<file path="config.mk">
export PLATFORM = sky130hd
export DESIGN_NAME = countdown_timer_bcd
export DESIGN_NICKNAME = d
export VERILOG_FILES = /design/src/rtl/countdown_timer_bcd.sv
export SDC_FILE = /design/constraint.sdc
export NUM_CORES = 1
export LEC_CHECK = 0
export ABC_AREA = 0
export ABC_CLOCK_PERIOD_IN_PS = 2000
export CAP_MARGIN = 20
export CORE_MARGIN = 3
export CORE_UTILIZATION = 35
export DETAILED_ROUTE_END_ITERATION = 8
export PLACE_DENSITY = 0.72
export RECOVER_POWER = 100
export SETUP_SLACK_MARGIN = 0.05
export SLEW_MARGIN = 20
export SYNTH_ARGS = -nofsm -noshare
export SYNTH_HDL_FRONTEND = slang
export SYNTH_SLANG_ARGS = --single-unit
</file>
<file path="constraint.sdc">
create_clock -name clk -period 2 [get_ports clk]
set_input_delay 0.5 -clock clk [delete_from_list [all_inputs] [get_ports clk]]
set_output_delay 0.5 -clock clk [all_outputs]
set_load 0.05 [all_outputs]
</file>
<file path="src/rtl/countdown_timer_bcd.sv">
// countdown_timer_bcd: loadable BCD seconds.tenths countdown paced by 100 ms ticks
module countdown_timer_bcd #(
    parameter logic [3:0] TENTHS_RELOAD = 4'd9,
    parameter bit         CLAMP_BCD     = 1'b1
) (
    input  logic       clk,
    input  logic       rst,
    input  logic       clear,
    input  logic       load,
    input  logic [3:0] load_tens,
    input  logic [3:0] load_ones,
    input  logic       start,
    input  logic       pause,
    input  logic       tick_100ms,
    output logic       timer_enable,
    output logic [3:0] sec_tens,
    output logic [3:0] sec_ones,
    output logic [3:0] tenths,
    output logic       running,
    output logic       expired,
    output logic       expire_pulse
);
    typedef enum logic [1:0] {IDLE, RUN, PAUSE, EXPIRED} state_t;
    state_t state;
    logic [3:0] ld_tens, ld_ones, dec_tens, dec_ones, dec_tenths;
    logic       nonzero, dec_zero;
    // Clamp load digits and form the next count one tick below the current one
    always_comb begin
        ld_tens    = (CLAMP_BCD && load_tens > 4'd9) ? 4'd9 : load_tens;
        ld_ones    = (CLAMP_BCD && load_ones > 4'd9) ? 4'd9 : load_ones;
        nonzero    = |{sec_tens, sec_ones, tenths};
        dec_tenths = (tenths != 4'd0) ? tenths - 4'd1 : (nonzero ? TENTHS_RELOAD : 4'd0);
        dec_ones   = (tenths != 4'd0) ? sec_ones : (sec_ones != 4'd0) ? sec_ones - 4'd1 : (sec_tens != 4'd0) ? 4'd9 : 4'd0;
        dec_tens   = (tenths != 4'd0 || sec_ones != 4'd0 || sec_tens == 4'd0) ? sec_tens : sec_tens - 4'd1;
        dec_zero   = ~|{dec_tens, dec_ones, dec_tenths};
    end
    // Control FSM with registered digits and status outputs
    always_ff @(posedge clk) begin
        if (rst || clear) begin
            state        <= IDLE;
            sec_tens     <= 4'd0;
            sec_ones     <= 4'd0;
            tenths       <= 4'd0;
            timer_enable <= 1'b0;
            running      <= 1'b0;
            expired      <= 1'b0;
            expire_pulse <= 1'b0;
        end else begin
            expire_pulse <= 1'b0;
            case (state)
                IDLE: begin
                    if (load) begin
                        sec_tens <= ld_tens;
                        sec_ones <= ld_ones;
                        tenths   <= 4'd0;
                    end else if (start && nonzero) begin
                        state        <= RUN;
                        timer_enable <= 1'b1;
                        running      <= 1'b1;
                    end
                end
                RUN: begin
                    if (tick_100ms) begin
                        sec_tens <= dec_tens;
                        sec_ones <= dec_ones;
                        tenths   <= dec_tenths;
                    end
                    if (tick_100ms && dec_zero) begin
                        state        <= EXPIRED;
                        expired      <= 1'b1;
                        expire_pulse <= 1'b1;
                        timer_enable <= 1'b0;
                        running      <= 1'b0;
                    end else if (pause) begin
                        state        <= PAUSE;
                        timer_enable <= 1'b0;
                        running      <= 1'b0;
                    end
                end
                PAUSE: begin
                    if (load) begin
                        state    <= IDLE;
                        sec_tens <= ld_tens;
                        sec_ones <= ld_ones;
                        tenths   <= 4'd0;
                    end else if (start) begin
                        state        <= RUN;
                        timer_enable <= 1'b1;
                        running      <= 1'b1;
                    end
                end
                default: begin
                    if (load) begin
                        state    <= IDLE;
                        expired  <= 1'b0;
                        sec_tens <= ld_tens;
                        sec_ones <= ld_ones;
                        tenths   <= 4'd0;
                    end
                end
            endcase
        end
    end
endmodule
</file>
# --- Word level (Yosys, flattened, before mapping) ---
# Cells that the tools add are included.
# W data, S select, Z words.
word_totals:
  register_bits: 17
  input_bits: 15
  output_inout_bits: 16
  wordCells: 82
classes:
  addsub: 3
  n_lt_le_gt_ge: 2
  eq_ne: 10
  n_mux: 36
  bitwise_logic: 2
  reduce_logical: 22
ops:
  columns: ["cell", "n"]
  rows:
  - ["$mux W4", 17]
  - ["$reduce_or A12 Y1", 2]
  - ["$reduce_bool A4 Y1", 4]
  - ["$mux W2", 7]
  - ["$ne A2 B2 Y1 const B", 6]
  - ["$sub A4 B1 Y4 const B", 3]
  - ["$mux W1", 9]
  - ["$gt A4 B4 Y1 const B", 2]
  - ["$ne A3 B3 Y1 const B", 2]
  - ["$pmux W2 S3", 1]
  - ["$reduce_and A6 Y1", 1]
  - ["$reduce_and A5 Y1", 1]
  - ["$logic_not A4 Y1", 1]
  - ["$reduce_or A2 Y1", 2]
  - ["$logic_or A1 B1 Y1", 3]
  - ["$pmux W1 S3", 1]
  - ["$reduce_and A3 Y1", 1]
  - ["$reduce_bool A3 Y1", 1]
  - ["$eq A2 B1 Y1 const B", 1]
  - ["$eq A2 B2 Y1 const B", 1]
  - ["$logic_and A1 B1 Y1", 2]
  - ["$logic_not A2 Y1", 1]
  - ["$not A1 Y1", 2]
  - ["$pmux W1 S2", 1]
  - ["other kinds (3)", 3]

# --- Logic depth before layout (Yosys ltp) ---
# Gate-level depths: netlist of the first run.
logic_depth:
  ltp_word: 9
  mapped_depth: 7
  depth_no_buf: 7

# --- Worst setup path after synthesis of the first run ---
# OpenSTA, ideal clock, no wires.
synth_timing:
  path_type: "register -> register"
  startpoint: "register tenths[0]"
  endpoint: "register running"
  setup_time_ns: 0.067
  t_arrival_ns: 2.205
  required_ns: 1.933
  path_slack_ns: -0.272
  path_stages_with_launch: 8
  n_path_buf: 2
  cell_sequence: "dfxtp_1 buf_6 or4_4 buf_6 nor3_4 o32ai_2 a311o_1 a21oi_2"
synth_via:
  elab_chain_len: 9
  elab_cells_between_ends: 18
  cone_classes: "add/sub (1); eq/ne (2); mux (6); reduce/logical (9)"
synth_rtl:
  columns: ["item", "line", "rtl"]
  rows:
  - ["start: declaration", "18", "output logic [3:0] tenths,"]
  - ["start signal: assignment", "66", "tenths <= dec_tenths;"]
  - ["parallel branches: the longest is 9 deep, another holds $sub A4 B1 Y4", null, null]
  - ["end signal: assignment", "45", "running <= 1'b0;"]
  - ["end signal: assignment", "73", "running <= 1'b0;"]
  - ["end signal: assignment", "77", "running <= 1'b0;"]
  - ["end: declaration", "19", "output logic running,"]
# Several ways; the timed one is not identified.
# A chain may end at the register's enable or synchronous reset.

# --- Worst setup path in the final report of the first run ---
layout_timing:
  startpoint: "register tenths[1]"
  endpoint: "register sec_tens[2]"
layout_via:
  elab_chain_len: 6
layout_rtl:
  columns: ["item", "line", "rtl"]
  rows:
  - ["$reduce_bool A4 Y1", "34", "dec_tens = (tenths != 4'd0 || sec_ones != 4'd0 || sec_tens == 4'd0) ? sec_tens : sec_tens - 4'd1;"]
  - ["$logic_or A1 B1 Y1 (2 in series)", "34", null]
  - ["$mux W4", "34", null]
  - ["$mux W4", "63", "if (tick_100ms) begin"]
  - ["$mux W4", null, null]
  - ["end signal: assignment", "53", "sec_tens <= ld_tens;"]
  - ["end signal: assignment", "64", "sec_tens <= dec_tens;"]
  - ["end signal: assignment", "83", "sec_tens <= ld_tens;"]
  - ["end: declaration", "16", "output logic [3:0] sec_tens,"]
# Every way passes these cells. The select of a mux whose other input is x is not followed.

==> results of run 1 <==
-- per-stage QoR --
stage | cells | hold WS, ns
6_report | 246 | 0.548
4_1_cts | 245 | 0.541
2_1_floorplan | 156 | 0.549
3_5_place_dp | 240 | 0.518
5_1_grt | 246 | 0.571
3_3_place_gp | 240 | 0.511
-- routing by layer --
layer | share of wire | GRT usage | vias to the layer above
met5 | 0 | 0 | -
met4 | 0.0098 | 0.0660 | 0
met3 | 0.053 | 0.0277 | 5
met2 | 0.51 | 0.335 | 41
met1 | 0.42 | 0.217 | 703
li1 | - | - | 680
-- cells in the final DEF, fill, tap and decap left out, types with 3 or more instances in the layout --
cell             count
dfxtp_1             10
clkdlybuf4s50_1     14
nor2_1              15
nand3_1              5
o21ai_0             12
clkbuf_2             4
nand2_1              9
nor3_1               5
o211ai_1             3
clkbuf_4             4
dfxtp_2              5
inv_1                7
a31oi_1              8
a21oi_1             15
buf_4               20
clkbuf_1            14
-- power by group through the flow --
stage	Sequential [mW]	Clock, mW	Combinational, mW
6_report	0.357	0.195	0.282
5_1_grt	0.359	0.211	0.303
4_1_cts	0.357	0.195	0.283
3_5_place_dp	0.363	0	0.262
3_3_place_gp	0.362	0	0.255
2_1_floorplan	0.387	0	0.129
-- cells in the mapped netlist (all sizes together) (3+ instances only) --
| library cell | instances |
|---|---|
| nor3 | 6 |
| nand2 | 9 |
| or4 | 3 |
| a21oi | 17 |
| o211ai | 3 |
| clkbuf | 6 |
| dfxtp | 17 |
| inv | 9 |
| a31oi | 8 |
| nor2 | 15 |
| buf | 4 |
| o21ai | 14 |
| and3 | 3 |
| nor4 | 3 |
| nand3 | 5 |
-- timing repair --
item	in CTS	in global routing
setup endpoints to repair	3	7
pin swaps	5	7
endpoints found under the hold margin	0	0
gates resized for setup	7	5
setup buffers	1	1
-- area by class of cell --
type,count,area [µm²]
inverter,9,33.8
sequential,17,354
tap,44,55.1
clock buffer,4,26.3
timing repair buffer,52,367
multi-input combinational,120,832
fill,326,1490
-- worst max path at each step --
| stage | from | end | slack [ns] | cells after the start |
|---|---|---|---|---|
| 2_1_floorplan | tenths[0] | running | -0.11 | 7 |
| 3_3_place_gp | tick_100ms | running | -0.22 | 6 |
| 3_5_place_dp | tick_100ms | running | -0.23 | 6 |
| 4_1_cts | sec_tens[0] | running | 0.05 | 7 |
| 5_1_grt | tenths[1] | state[0] | -0.0006 | 5 |
| 6_report | tenths[1] | sec_tens[2] | 0.07 | 5 |
-- logic make-up after synthesis --
family | count (synthesis)
and+or+nand+nor | 62
AOI/OAI and AO/OA | 56
DFF | 17
adders and majority gates | 2
buffers and inverters | 19
-- sequential cells by signal (all words and copies together), names as in the netlist --
register	cells
sec_tens	4
sec_ones	4
tenths	4
state	2
expire_pulse	1
running	1
expired	1
-- worst reg2reg max path, delay by kind of cell (launching register included) --
| family | cells | cell delay [ns] |
|---|---|---|
| buffers and inverters | 1 | 0.18 |
| flip-flops | 1 | 0.40 |
| AND/OR/NAND/NOR | 2 | 0.86 |
| AO/OA/AOI/OAI | 2 | 0.39 |
==> impl_metrics.json, run 1 <==
{
  "final_nets": 220,
  "comb_power_share": 0.338,
  "internal-power_uw": 549,
  "seqPwrFrac": 0.428,
  "synth_seq_cells": 17,
  "ir_drop_mv": 0.264,
  "synth_async_sr_flop_share": 0,
  "swShare": 0.342,
  "pwr_density_cell_nw_per_um2": 500,
  "cts-root-buf": "clkbuf_4",
  "cp-end-kind": "flip-flop",
  "reg2reg_slack_ns": 0.07,
  "die_area_um2": 4170,
  "tritoncts": "done",
  "area_delta_synth_final_pct": 39.0,
  "coreArea_um2": 3150,
  "worstReg2RegEnd": "sec_tens[2]",
  "r2r_cells": 5,
  "path_buf_inv": 1,
  "synth_xor_area_frac": 0,
  "worst_slew_pin_slew_ns": 0.602,
  "synth_compound_area_frac": 0.309,
  "yosys-top-cells-area": "dfxtp_1 28%, a21oi_1 6.3%, nor2_1 4.7%, o21ai_0 4.6%, a31oi_1 4.2%",
  "synth_area_leader_cell": "dfxtp_1",
  "grt-ovfl-total": 0,
  "path_delay_family": "simple AND/OR/NAND/NOR gates",
  "antennaDiodeCount": 0,
  "worstSetupStartpointType": "flip-flop",
  "io_buffers": 30,
  "grt_pass1_wl_um": 6130,
  "antenna_found_initial": 0,
  "vias": 1429,
  "antenna_left": 0,
  "ys_warn_count": 0,
  "hold_viol": 0,
  "p_switching_uw": 286,
  "clock_power_share": 0.234,
  "synth.distinct_cells": 50,
  "vias_per_cell": 5.81,
  "drc": 0,
  "cts_made_buffers": 3,
  "grt_pass1_vias": 1374,
  "boundaryPins": 31,
  "grt_max_degree": 15,
  "start_util": 0.381,
  "cts_hold_buf": 0,
  "timing.rr.start": "tenths[1]",
  "min_path_cells": 2,
  "fin_util": 0.529,
  "routed_wl_um": 3770,
  "path_class": "flip-flop to flip-flop",
  "syn-cell-area_um2": 1200,
  "synthCells": 156,
  "design_area_um2": 1670,
  "status": "finished clean",
  "crit_required_ns": 2.20,
  "worst_slack_ns": 0.0683,
  "dp_slack_ns": -0.235,
  "yosys.area_share.simple": 0.311,
  "avgSynthCellArea_um2": 7.69,
  "dr.first_iter.drc_count": 71,
  "hp-class": "flip-flop to flip-flop",
  "setup_viol": 0,
  "yosys.area_share.adder": 0.0209,
  "fmax_mhz": 518,
  "drt-pass1-iter-count": 4,
  "ys_seq_area_frac": 0.284,
  "place_area_um2": 1630,
  "die_x_um": 64.6,
  "path_max_fanout": 10,
  "syn_nets": 173,
  "maxCapViolations": 0,
  "die_h_um": 64.6,
  "cp_data_arrival_time_ns": 2.13,
  "synth_flop_cell": "dfxtp_1",
  "report.final.slew_viol_count": 0,
  "clk_pin_slew_ns": 0.11,
  "cpMaxStageDelayCell": "or4_4",
  "crit_path_max_incr_delay_ns": 0.61,
  "wire_per_inst_um": 15.3,
  "leakage_nw": 0.633,
  "synth_mux_area_frac": 0,
  "synth_edf_count": 0,
  "skew_ns": 0.00226,
  "fin_crit_sh": 0.966,
  "min_period_ns": 1.93,
  "cp_cell_sequence": "or4_4 -> nor3_4 -> buf_4 -> a31oi_1 -> o311a_1",
  "clock_path_buffers": 2,
  "grt_use_total": 0.184,
  "clk_latency_ns": 0.30,
  "min_to": "sec_tens[0]",
  "rsz0062_at_grt": "true",
  "power_uw": 834,
  "num_rows": 20,
  "hold_start": "sec_tens[0]",
  "cts_htree_levels": 1,
  "synth_top_family_by_area": "simple AND/OR/NAND/NOR gates",
  "gp_congestion": 0.890,
  "drive_gt1_frac": 0.277,
  "slew_headroom": 0.600,
  "dp.final_hpwl_um": 2840,
  "clock_sinks": 17,
  "synth_top_area_frac": 0.284,
  "setup_tns_ns": 0
}
Power figures use the tool's default switching activity.
==> run 2: changes to the inputs <==
--- a/config.mk
+++ b/config.mk
@@ -11,6 +11,7 @@
 export CORE_MARGIN = 3
 export CORE_UTILIZATION = 35
 export DETAILED_ROUTE_END_ITERATION = 8
+export HOLD_SLACK_MARGIN = 0.05
 export PLACE_DENSITY = 0.72
 export RECOVER_POWER = 100
 export SETUP_SLACK_MARGIN = 0.05
==> results of run 2 <==
The final DEF is identical to that of run 1; final timing and power are the same.
